File: src/rtl/servo_cmd_sequencer.sv
// rtl/servo_cmd_sequencer.sv - buffered servo position command sequencer with per-command dwell
module servo_cmd_sequencer #(
    parameter int FIFO_DEPTH   = 4,
    parameter int DWELL_CYCLES = 2_000_000,
    parameter int CNT_W        = 22
) (
    input  logic                          clk,
    input  logic                          rst_n,
    input  logic                          cmd_valid,
    output logic                          cmd_ready,
    input  logic [1:0]                    cmd_id,
    input  logic [1:0]                    cmd_pos,
    output logic [1:0]                    pos1,
    output logic [1:0]                    pos2,
    output logic [1:0]                    pos3,
    output logic                          busy,
    output logic [$clog2(FIFO_DEPTH):0]   level,
    output logic                          err
);
    localparam int AW = $clog2(FIFO_DEPTH);
    localparam int LW = AW + 1;

    typedef enum logic [1:0] {IDLE, APPLY, DWELL} state_t;

    state_t            state;
    logic [3:0]        mem [FIFO_DEPTH];
    logic [AW-1:0]     wr_ptr;
    logic [AW-1:0]     rd_ptr;
    logic [3:0]        cmd_q;
    logic [CNT_W-1:0]  dwell_cnt;
    logic              full;
    logic              push;
    logic              pop;

    // Full is taken from the occupancy count so a same-cycle pop never reopens the input.
    assign full      = (level == LW'(FIFO_DEPTH));
    assign cmd_ready = !full;
    assign push      = cmd_valid && !full;
    assign pop       = (state == IDLE) && (level != '0);
    assign busy      = (state != IDLE) || (level != '0);

    always_ff @(posedge clk) begin
        if (push) begin
            mem[wr_ptr] <= {cmd_id, cmd_pos};
        end
    end

    always_ff @(posedge clk or negedge rst_n) begin
        if (!rst_n) begin
            wr_ptr <= '0;
            rd_ptr <= '0;
            level  <= '0;
        end else begin
            if (push) begin
                wr_ptr <= wr_ptr + AW'(1);
            end
            if (pop) begin
                rd_ptr <= rd_ptr + AW'(1);
            end
            case ({push, pop})
                2'b10:   level <= level + LW'(1);
                2'b01:   level <= level - LW'(1);
                default: level <= level;
            endcase
        end
    end

    always_ff @(posedge clk or negedge rst_n) begin
        if (!rst_n) begin
            state     <= IDLE;
            cmd_q     <= '0;
            dwell_cnt <= '0;
            pos1      <= 2'b00;
            pos2      <= 2'b00;
            pos3      <= 2'b00;
            err       <= 1'b0;
        end else begin
            err <= 1'b0;
            case (state)
                IDLE: begin
                    if (pop) begin
                        cmd_q <= mem[rd_ptr];
                        state <= APPLY;
                    end
                end
                APPLY: begin
                    if (cmd_q[1:0] == 2'b11) begin
                        // Illegal code: report and skip the dwell entirely.
                        err   <= 1'b1;
                        state <= IDLE;
                    end else begin
                        case (cmd_q[3:2])
                            2'b00: begin
                                pos1 <= cmd_q[1:0];
                                pos2 <= cmd_q[1:0];
                                pos3 <= cmd_q[1:0];
                            end
                            2'b01:   pos1 <= cmd_q[1:0];
                            2'b10:   pos2 <= cmd_q[1:0];
                            default: pos3 <= cmd_q[1:0];
                        endcase
                        dwell_cnt <= '0;
                        state     <= DWELL;
                    end
                end
                DWELL: begin
                    if (dwell_cnt == CNT_W'(DWELL_CYCLES - 1)) begin
                        state <= IDLE;
                    end else begin
                        dwell_cnt <= dwell_cnt + CNT_W'(1);
                    end
                end
                default: state <= IDLE;
            endcase
        end
    end
endmodule

File: config.mk
export PLATFORM = sky130hd
export DESIGN_NAME = servo_cmd_sequencer
export DESIGN_NICKNAME = d
export VERILOG_FILES = /design/src/rtl/servo_cmd_sequencer.sv
export SDC_FILE = /design/constraint.sdc
export NUM_CORES = 1
export LEC_CHECK = 0
export ABC_AREA = 1
export CAP_MARGIN = 20
export CORE_MARGIN = 1
export CORE_UTILIZATION = 53
export DETAILED_ROUTE_END_ITERATION = 10
export GPL_TIMING_DRIVEN = 0
export PLACE_DENSITY_LB_ADDON = 0.3
export SLEW_MARGIN = 40
export SYNTH_ARGS = -nofsm -noshare
export SYNTH_HDL_FRONTEND = slang
export SYNTH_SLANG_ARGS = --single-unit
File: constraint.sdc
create_clock -name clk -period 2 [get_ports clk]
set_clock_uncertainty 0.1 [all_clocks]
set_input_delay 0.4 -clock clk [delete_from_list [all_inputs] [get_ports clk]]
set_output_delay 0.4 -clock clk [all_outputs]
set_load 0.01 [all_outputs]
==> out/metrics.cfg <==
[yosys]
ys_types = 33
synthTopCellsByArea = dfrtp_1 35%, edfxtp_1 16%, nand2_1 8.4%
synth_area_per_cell_um2 = 8.766
synth_ff_type = dfrtp_1
yosysSeqAreaShare_pct = 50.35
synth_edf_count = 16
yosysWarningCount = 0
synth_cells = 347
synth_top_area_share_pct = 34.55
syn_nets = 364
yosys_register_bits = 58
ys_async_sr_fraction_pct = 72.41
syn_area_um2 = 3042
yosys.area.top_type = dfrtp_1

[cells_and_area]
ff_latch_area_um2 = 1533
antennaDiodeCount = 0
stdcell_count = 461
stdcell_area_um2 = 3640
fillers = 442
nets = 401
multi_input_area_um2 = 1349
drive_gt1_share_pct = 16.20
syn2layout_area_growth_pct = 19.66

[place]
gp_congestion = 0.8779
dp_hpwl_um = 4402
dp.cells = 438
portBuffers = 18
place_area_um2 = 3337

[timing]
setup_violations = 0
final.min_clock_period_ps = 1929
drv_slew = 0
tightestPinTransition_ps = 454.4
timing.slew.headroom_pct = 69.59
hold_viol_final = 0
fmax_ghz = 0.5185
rsz0062_at_grt = true
timing.final.crit_share_pct = 96.44

[die]
die_area_um2 = 6046
start_util_pct = 55.24
die_y_um = 77.76
row_count = 27
core_area_um2 = 5507
chipWidth_um = 77.76
ios = 19

[power]
switching_power_mw = 1.831
sw_frac_of_total_pct = 38.02
ir_drop_mv = 0.9926
powerDensity_nw_per_um2 = 1323
leakagePower_nw = 1.543
seqPwrFrac_pct = 35.9
combPwrFrac_pct = 40.0
power_mw = 4.817
clkPwrFrac_pct = 24.1
internal-power_mw = 2.986

[clock_tree]
cts_tree = yes
clk_pin_slew_ps = 70
ctsHtreeMaxLevel = 3
root_buffer = clkbuf_8
ctsLongestPathBuffers = 2
cts_num_sinks = 58
numCtsBuffers = 9
clkLatencyLatePin_ps = 340

[worst_setup_path]
slowest_delay_ps = 430
critPathLaunchType = flop
critPathTopFamily = adder cells
cpMostUsedCell = inv_1
cp_num_buf_inv = 2
crit_type = reg2reg
crit_chain = nor2_4 -> o31ai_4 -> inv_1 -> ha_1 -> inv_1 -> fa_2 -> a21oi_1 -> o21ai_1 -> xor2_1
worstPathMaxFanout = 3
cp_slowest_cell = dfrtp_1
cp.required_ps = 2120
reg2reg_from = state[1]
arrival_ps = 2050
end_kind = flop
cp-startpoint = state[1]

[drt]
detail-route-antenna-nets = 0
via_per_inst = 5.278
drc = 0
dr_total_vias = 2433
firstDrtPassIters = 4
first_iter_violations = 141
wl_per_cell_um = 13.85
wl_um = 6386

[worst_hold_path]
min_from = pos2[1]
hold_class = reg2reg

[outcome]
status = finished, final reports clean

[flow_run]
maxCapViolCount = 0

[grt]
track_usage_pct = 23.99
grt-ovfl-total = 0
grt_max_degree = 43
grt_pass1_vias = 2429
grt_pass1_wl_um = 10940
grt_antenna_before_repair = 0

power by group through the flow:
stage                     Clock, mW  Combinational, mW  Sequential (mW)
after detailed placement          0               1.78             1.72
after floorplan                   0               1.15             1.74
after CTS                      1.18               1.84             1.71
after global routing           1.22               2.13             1.76
final                          1.16               1.93             1.73
after global placement            0               1.72             1.71
state kept, by name, indices dropped and copies added (netlist names), 3 cells and up:
register,cells
cmd_q,4
dwell_cnt,22
level,3
mem,16
worst paths after layout:
check                      slack [ps]  cells after the start            end
setup / recovery                   70                      9       level[2]
hold / removal                    390                      1        pos2[1]
max in group asynchronous        1110                      3       level[1]
min in group asynchronous         460                      3  dwell_cnt[15]
hold reg to reg                   390                      1        pos2[1]
setup reg to reg                   70                      9       level[2]
layer usage:
metal  GRT usage, %  share of wire, %  vias to the layer above
met5              0                 0                        -
met3          5.882               3.9                       15
met4          11.13               2.5                        0
met1          29.90                45                     1159
met2          39.29                49                       55
li1               -                 -                     1204
synth_stat cells, types with 2 or more instances:
master / n
nand2_1: 68
nor3_1: 6
nor2_2: 3
o32ai_1: 4
dfrtp_1: 42
edfxtp_1: 16
nand2_2: 3
nor2_4: 2
inv_2: 5
or2_2: 2
nand3_1: 24
inv_1: 37
xnor2_1: 3
xor2_1: 11
a21oi_1: 4
buf_2: 2
buf_6: 2
o21a_1: 4
ha_1: 9
nor2_1: 55
nand4_1: 4
o21ai_0: 16
nand3_2: 2
o21ai_1: 7
o21ai_2: 7
o22ai_2: 2
layout make-up:
| type | count | share of cell area [%] |
|---|---|---|
| plain buffers | 5 | 0.9969 |
| clock buffers | 12 | 4.572 |
| clock inverters | 4 | 1.306 |
| inverters | 43 | 4.435 |
| multi-input cells | 241 | 37.06 |
| flip-flops and latches | 58 | 42.11 |
| well taps | 72 | 2.475 |
| repair buffers | 26 | 7.047 |
repair_timing:
action / 4_1_cts / 5_1_grt
pin swaps: 1 / 2
buffers inserted: 2 / 4
hold endpoints to repair: 42 / 0
hold buffers: 1 / 0
gates resized for setup: 5 / 8
endpoints found under the setup margin: 3 / 3
cells in the final DEF (no fill, tap or decap), types with 10 or more instances in the layout:
cell type and count:
clkdlybuf4s50_1 14, o21ai_0 14, nand3_1 23, inv_1 35
nor2_1 54, xor2_1 11, dfrtp_1 41, clkbuf_8 10
nand2_1 67, edfxtp_1 16
worst reg2reg max path, stage by stage, from the launching register on:
cell and delay, ps:
dfrtp_1 430, nor2_4 170, o31ai_4 100, inv_1 70, ha_1 140, inv_1 70, fa_2 340, a21oi_1 150
o21ai_1 100, xor2_1 140
cells by family (layout without fill, tap and decap cells):
group / count (synthesis) / count (layout) / synth area share, %
simple gates: 171 / 171 / 24.56
flops: 58 / 58 / 50.35
buf+inv: 48 / 90 / 6.499
compound gates: 46 / 46 / 10.20
xor+xnor: 14 / 14 / 4.031
fa+ha+maj: 10 / 10 / 4.360
per-stage QoR:
step           hold slack (ps)  utilization, %  setup WS [ps]  TNS, ps
2_1_floorplan            4.409               -          16.15        0
3_3_place_gp             378.0           60.28         -714.8   -30130
3_5_place_dp             279.6           60.60         -207.7   -302.3
4_1_cts                  398.2           65.14          8.321        0
5_1_grt                  419.6           66.10         -7.870   -7.870
6_report                 394.6           66.10          71.29        0
(Power assumes the default switching activity.)
